`config.mk`:
```
export PLATFORM = sky130hd
export DESIGN_NAME = hub75_bcm_scheduler_flat
export DESIGN_NICKNAME = d
export VERILOG_FILES = /design/src/rtl/hub75_bcm_scheduler_if.sv /design/src/rtl/hub75_bcm_scheduler.sv /design/src/flat_wrapper.sv
export SDC_FILE = /design/constraint.sdc
export NUM_CORES = 1
export LEC_CHECK = 0
export BUFFER_PORTS_ARGS = -buffer_cell sky130_fd_sc_hd__buf_2
export CORE_MARGIN = 5
export CORE_UTILIZATION = 25
export CTS_BUF_LIST = sky130_fd_sc_hd__clkbuf_16
export DETAILED_ROUTE_END_ITERATION = 12
export HOLD_SLACK_MARGIN = 0.12
export MAX_ROUTING_LAYER = met4
export PLACE_DENSITY = 0.37
export SKIP_CTS_REPAIR_TIMING = 1
export SYNTH_ARGS = -nofsm -noshare
export SYNTH_HDL_FRONTEND = slang
export SYNTH_SLANG_ARGS = --single-unit
```
`constraint.sdc`:
```
create_clock -name clk -period 5.06 [get_ports clk]
set_clock_uncertainty 0.2 [all_clocks]
set_input_delay 1.012 -clock clk [delete_from_list [all_inputs] [get_ports clk]]
set_output_delay 1.012 -clock clk [all_outputs]
set_load 0.01 [all_outputs]
```
`src/rtl/hub75_bcm_scheduler_if.sv`:
```
// Transmitter command handshake between the BCM scheduler (master) and the HUB75 shift transmitter (slave).
interface hub75_bcm_scheduler_if #(
  parameter int hpixel_p = 64,
  parameter int vpixel_p = 64,
  parameter int bpp_p    = 8
);
  logic                                   o_tx_start;
  logic [$clog2(hpixel_p*vpixel_p)-1:0]   o_init_addr;
  logic [$clog2(bpp_p)-1:0]               o_pix_bit;
  logic                                   i_tx_ready;

  modport master (output o_tx_start, output o_init_addr, output o_pix_bit, input i_tx_ready);
  modport slave  (input o_tx_start, input o_init_addr, input o_pix_bit, output i_tx_ready);
endinterface

```
`src/rtl/hub75_bcm_scheduler.sv`:
```
// Frame sequencer: per row and bit plane, commands a shift, waits for latch, then blanks and drives OE for base<<plane cycles.
// Optional HUB75_BRIGHTNESS_EN adds i_brightness, which scales the OE-low portion of each display window.
module hub75_bcm_scheduler #(
  parameter int hpixel_p   = 64,
  parameter int vpixel_p   = 64,
  parameter int bpp_p      = 8,
  parameter int segments_p = 2,
  parameter int time_wd_p  = 16,
  localparam int rows_p    = vpixel_p / segments_p,
  localparam int row_w_p   = $clog2(rows_p)
) (
  input  logic                   clk,
  input  logic                   rst_n,
  input  logic                   i_enable,
  input  logic [time_wd_p-1:0]   i_base_time,
  input  logic [7:0]             i_blank_time,
`ifdef HUB75_BRIGHTNESS_EN
  input  logic [7:0]             i_brightness,
`endif
  hub75_bcm_scheduler_if.master  tx,
  output logic [row_w_p-1:0]     o_row_addr,
  output logic                   o_oe_n,
  output logic                   o_busy,
  output logic                   o_frame_done
);

  localparam int addr_w_p = $clog2(hpixel_p * vpixel_p);
  localparam int pix_w_p  = $clog2(bpp_p);
  localparam int cnt_w_p  = time_wd_p + bpp_p;

  localparam logic [2:0] IDLE      = 3'd0;
  localparam logic [2:0] START     = 3'd1;
  localparam logic [2:0] WAIT_ACK  = 3'd2;
  localparam logic [2:0] WAIT_DONE = 3'd3;
  localparam logic [2:0] BLANK     = 3'd4;
  localparam logic [2:0] DISPLAY   = 3'd5;
  localparam logic [2:0] NEXT      = 3'd6;

  logic [2:0]           state;
  logic [row_w_p-1:0]   row;
  logic [pix_w_p-1:0]   plane;
  logic [cnt_w_p-1:0]   cnt;
  logic [time_wd_p-1:0] base_q;
  logic [7:0]           blank_q;
  logic [time_wd_p-1:0] base_eff;
  logic [7:0]           blank_eff;
  logic [cnt_w_p-1:0]   window;
  logic                 plane_last;
  logic                 row_last;

  assign base_eff   = (base_q == '0) ? time_wd_p'(1) : base_q;
  assign blank_eff  = (blank_q == '0) ? 8'd1 : blank_q;
  // Counter is wide enough for the largest base shifted by the top plane.
  assign window     = cnt_w_p'(base_eff) << plane;
  assign plane_last = (plane == pix_w_p'(bpp_p - 1));
  assign row_last   = (row == row_w_p'(rows_p - 1));

  assign tx.o_tx_start  = (state == START) && tx.i_tx_ready;
  assign tx.o_init_addr = addr_w_p'(row) * addr_w_p'(hpixel_p);
  assign tx.o_pix_bit   = plane;
  assign o_busy         = (state != IDLE);
  assign o_frame_done   = (state == NEXT) && plane_last && row_last;

`ifdef HUB75_BRIGHTNESS_EN
  logic [7:0]           bright_q;
  logic [8:0]           bright_p1;
  logic [cnt_w_p+8:0]   prod;
  logic [cnt_w_p:0]     on_len;

  assign bright_p1 = {1'b0, bright_q} + 9'd1;
  assign prod      = (cnt_w_p+9)'(window) * (cnt_w_p+9)'(bright_p1);
  assign on_len    = (cnt_w_p+1)'(prod >> 8);
  assign o_oe_n    = !((state == DISPLAY) && ({1'b0, cnt} < on_len));
`else
  assign o_oe_n    = (state != DISPLAY);
`endif

  always_ff @(posedge clk) begin
    if (!rst_n) begin
      state      <= IDLE;
      row        <= '0;
      plane      <= '0;
      cnt        <= '0;
      base_q     <= '0;
      blank_q    <= '0;
      o_row_addr <= '0;
`ifdef HUB75_BRIGHTNESS_EN
      bright_q   <= '0;
`endif
    end else begin
      case (state)
        IDLE: begin
          if (i_enable) begin
            base_q  <= i_base_time;
            blank_q <= i_blank_time;
`ifdef HUB75_BRIGHTNESS_EN
            bright_q <= i_brightness;
`endif
            row     <= '0;
            plane   <= '0;
            state   <= START;
          end
        end
        START: begin
          if (tx.i_tx_ready) state <= WAIT_ACK;
        end
        WAIT_ACK: begin
          if (!tx.i_tx_ready) state <= WAIT_DONE;
        end
        WAIT_DONE: begin
          if (tx.i_tx_ready) begin
            o_row_addr <= row;
            cnt        <= '0;
            state      <= BLANK;
          end
        end
        BLANK: begin
          if (cnt == cnt_w_p'(blank_eff - 8'd1)) begin
            cnt   <= '0;
            state <= DISPLAY;
          end else begin
            cnt <= cnt + cnt_w_p'(1);
          end
        end
        DISPLAY: begin
          if (cnt == window - cnt_w_p'(1)) begin
            cnt   <= '0;
            state <= NEXT;
          end else begin
            cnt <= cnt + cnt_w_p'(1);
          end
        end
        NEXT: begin
          if (!plane_last) begin
            plane <= plane + pix_w_p'(1);
            state <= START;
          end else begin
            plane <= '0;
            if (!row_last) begin
              row   <= row + row_w_p'(1);
              state <= START;
            end else begin
              // Frame boundary: the only place enable and config are looked at again.
              row <= '0;
              if (i_enable) begin
                base_q  <= i_base_time;
                blank_q <= i_blank_time;
`ifdef HUB75_BRIGHTNESS_EN
                bright_q <= i_brightness;
`endif
                state   <= START;
              end else begin
                state <= IDLE;
              end
            end
          end
        end
        default: state <= IDLE;
      endcase
    end
  end

endmodule

```
`src/flat_wrapper.sv`:
```
// flat-port wrapper written by rule: the top's interface ports become plain ports
module hub75_bcm_scheduler_flat 
#(
  parameter int hpixel_p   = 64,
  parameter int vpixel_p   = 64,
  parameter int bpp_p      = 8,
  parameter int segments_p = 2,
  parameter int time_wd_p  = 16,
  localparam int rows_p    = vpixel_p / segments_p,
  localparam int row_w_p   = $clog2(rows_p)
)
  (clk, rst_n, i_enable, i_base_time, i_blank_time, o_row_addr, o_oe_n, o_busy, o_frame_done, tx_o_tx_start, tx_o_init_addr, tx_o_pix_bit, tx_i_tx_ready);
  hub75_bcm_scheduler_if #(.hpixel_p(hpixel_p), .vpixel_p(vpixel_p), .bpp_p(bpp_p)) tx_i ();
  input  logic clk;
  input  logic rst_n;
  input  logic i_enable;
  input  logic [time_wd_p-1:0] i_base_time;
  input  logic [7:0] i_blank_time;
  output logic [row_w_p-1:0] o_row_addr;
  output logic o_oe_n;
  output logic o_busy;
  output logic o_frame_done;
  output wire logic [$bits(tx_i.o_tx_start)-1:0] tx_o_tx_start;
  output wire logic [$bits(tx_i.o_init_addr)-1:0] tx_o_init_addr;
  output wire logic [$bits(tx_i.o_pix_bit)-1:0] tx_o_pix_bit;
  input wire logic [$bits(tx_i.i_tx_ready)-1:0] tx_i_tx_ready;
  assign tx_o_tx_start = tx_i.o_tx_start;
  assign tx_o_init_addr = tx_i.o_init_addr;
  assign tx_o_pix_bit = tx_i.o_pix_bit;
  assign tx_i.i_tx_ready = tx_i_tx_ready;
  hub75_bcm_scheduler #(.hpixel_p(hpixel_p), .vpixel_p(vpixel_p), .bpp_p(bpp_p), .segments_p(segments_p), .time_wd_p(time_wd_p)) u_core (.clk(clk), .rst_n(rst_n), .i_enable(i_enable), .i_base_time(i_base_time), .i_blank_time(i_blank_time), .tx(tx_i), .o_row_addr(o_row_addr), .o_oe_n(o_oe_n), .o_busy(o_busy), .o_frame_done(o_frame_done));
endmodule
```
==> key figures <==
Place
  – I/O Buffers: 44
  – DP Wirelength: about 13000 microns
  – Placer Congestion: 0.847
  – Placed inst area: 5610 sq um
  – Placed cells: ~950
  – Worst slack, placed: around 0.41 ns

Timing
  – Final min period: 4.65 ns
  – Worst-margin pin slew: between 0.8 and 0.9 ns
  – RSZ-0062 raised after global routing: false
  – Final slew viol count: 0
  – Slew HR: ~42%
  – Tcrit/Tclk final: between 90% and 100%
  – Setup TNS: 0 ns
  – Final setup violation count: 0
  – Worst Hold Slack: 0.272 ns
  – Final hold viol count: 0
  – Worst Setup Slack, final: just over 0.4 ns
  – Fmax achieved: between 200 and 250 MHz

Synth
  – Post-synthesis xor/xnor area fraction: around 6.2%
  – Top cells by area, synth: dfxtp_1 (25%), nand2_1 (6.8%), a21oi_1 (4.4%)
  – Post-synth EDFFs: 0
  – Count leader, synth: nand2_1
  – Dominant synthesized flop cell: dfxtp_1
  – Netlist cell types: 79
  – Yosys Warn Count: 0
  – Post-synthesis mux area share: 9.66%
  – Fraction of registers with async set/reset: 0%
  – Post-Syn Instances: about 670
  – Synth top cells by count: nand2_1 (94), dfxtp_1 (64), nor2_1 (53)
  – Sequential area share after synthesis: about a quarter
  – Post-synth top area share: between 20% and 30%
  – Largest family of logic cells by synthesized area: simple AND/OR/NAND/NOR gates
  – Leading area contributor after synthesis: dfxtp_1
  – Post-Synth Adder-Cell Area: around 1.7%
  – Flop and latch count out of synthesis: 64
  – Post-Synth Simple-Gate Area: roughly 28%
  – Compound-Gate Fraction of Synth Area: 22.4%
  – Synthesized area per cell: 7.70 sq um
  – Post-synth design cell area: a little over 5000 sq um

Global route
  – Remaining global-route overflow: 0
  – First-pass GRT wire length: between 20000 and 30000 microns
  – All-Layer GR Usage: 14.4%
  – Largest net degree at the start of global routing: 43
  – Initial antenna violation count: 0
  – Vias in the first global route: approximately 4900

Setup path
  – CP max FO: 21
  – CP endpoint kind: flop
  – RR Startpoint: u_core.tx.o_pix_bit[0]
  – Startpoint types: flop
  – CP max stage delay: ~0.66 ns
  – Critical path arrival: around 4.7 ns
  – Crit path cell chain: buf_4 > mux2_2 > a22o_1 > nand2b_1 > nor2_1 > nand4_2 > or4b_1 > a2111oi_2 > o2111ai_1 > o211ai_2 > buf_4 > nor3_1 > a211o_1
  – Worst reg-to-reg path cell count: 13
  – Worst Setup SP: u_core.tx.o_pix_bit[0]
  – Most frequent CP cell: buf_4
  – Type of the worst setup path: reg2reg
  – WP data required: slightly above 5 ns
  – Slowest CP cell: dfxtp_2

Route
  – Routed wire length: 16400 microns
  – DR vias/cell: approximately 5.1
  – Number of DRC markers in iteration 0: between 300 and 400
  – Routed WL per cell: between 15 and 20 microns
  – Drc violations: 0
  – DRT Pass-1 Iters: 5
  – Via count: between 4000 and 5000
  – Post-route antenna net violation count: 0

Power
  – Total power: between 2 and 2.5 mW
  – Max VDD drop: 183 uV
  – P per Cell Area: about 360 nW/um^2
  – Static Leak: ~2.4 nW

CTS
  – Clk root buf: clkbuf_16
  – CTS Buffer Depth: 2
  – Clock-pin slew on the worst setup and hold paths: about 0.060 ns
  – Clock H-tree levels: 3
  – Clock Sink Count: 64
  – Num CTS Buffers: 9
  – TritonCTS clock tree: yes
  – Clk Latency, worst-skew pair: 0.34 ns

Die
  – Die area: 23600 sq um
  – Die Wd: 154 microns
  – Initial Util: 25.5%
  – Core ar.: roughly 20000 sq um
  – Row count: 52
  – Boundary pin count: 52
  – Die Height: 154 microns

Layout
  – Layout Area Growth over Synthesis: 15.1%
  – Layout cell share with drive strength beyond 1: between 15 and 20%
  – Antenna Cells: 0
  – Fin cells: approximately 970
  – Post-route cell area: 5930 sq um
  – Fin util: ~30%
  – Nets@finish: about 730

Worst hold path
  – Worst Hold Depth: 2
  – Hold Path Origin: u_core.blank_q[0]
  – Min-Delay Path Class: reg2reg

Job
  – Max-cap check violation count: 0

Outcome
  – Run status: finished, final reports clean
==> critical path, delay by kind of cell, from the launching register on <==
kind	cells	cell delay (ns)
flops	1	0.66
compound gates	5	1.41
mux	1	0.38
simple gates	5	1.29
buf+inv	2	0.59
==> layer usage <==
| metal | vias to the layer above | GRT usage (%) | share of wire [%] |
|---|---|---|---|
| li1 | 2479 | - | - |
| met1 | 2368 | 19.5 | 50 |
| met2 | 100 | 22.1 | 45 |
| met3 | 19 | 2.00 | 3.0 |
| met4 | 0 | 4.75 | 2.2 |
| met5 | - | - | 0 |
==> logic make-up after synthesis <==
group                      count (synthesis)
adders and majority gates                  7
muxes                                     36
xor gates and xnor gates                  35
AOI/OAI and AO/OA                        165
other                                      1
and+or+nand+nor                          284
buffers and inverters                     77
DFF                                       64
==> final timing paths <==
kind                            end  slack, ns
setup reg to reg      u_core.cnt[9]       0.41
setup / recovery      u_core.cnt[9]       0.41
hold / removal    u_core.blank_q[0]       0.27
hold reg to reg   u_core.blank_q[0]       0.27
==> where the power goes <==
group | internal, mW | total, mW | switching, mW
registers | 0.544 | 0.626 | 0.0819
logic | 0.364 | 0.853 | 0.488
clock network | 0.432 | 0.675 | 0.244
==> cell type report <==
class,instances,area [sq um]
clock buffers,9,225
clock inverters,7,95.1
fillers,2232,14300
inverters,21,78.8
multi-input cells,534,3540
flip-flops and latches,64,1280
well taps,270,338
repair buffers,64,370
==> placed cells by master (no fill, tap or decap), types with 7 or more instances in the layout <==
master,Yosys,routed
a21o_1,9,9
a21oi_1,45,45
and3_1,12,12
buf_2,8,44
buf_4,7,20
clkbuf_16,0,9
conb_1,1,7
dfxtp_1,64,63
ha_1,7,7
inv_1,20,20
mux2_2,7,7
mux2i_1,18,18
mux4_2,10,10
nand2_1,94,94
nand2b_1,8,8
nand3_1,22,22
nand4_1,10,10
nor2_1,53,53
nor3_1,22,22
nor3b_1,7,7
nor4_1,13,13
o21ai_0,28,28
or3_1,8,8
xnor2_1,19,19
xor2_1,15,15
==> state kept, by name (all words and copies together), names as in the netlist <==
| signal | flops |
|---|---|
| u_core.base_q | 16 |
| u_core.blank_q | 8 |
| u_core.cnt | 24 |
| u_core.o_row_addr | 5 |
| u_core.row | 5 |
| u_core.state | 3 |
| u_core.tx.o_pix_bit | 3 |
Note: power is estimated with default switching activity, not from simulation.
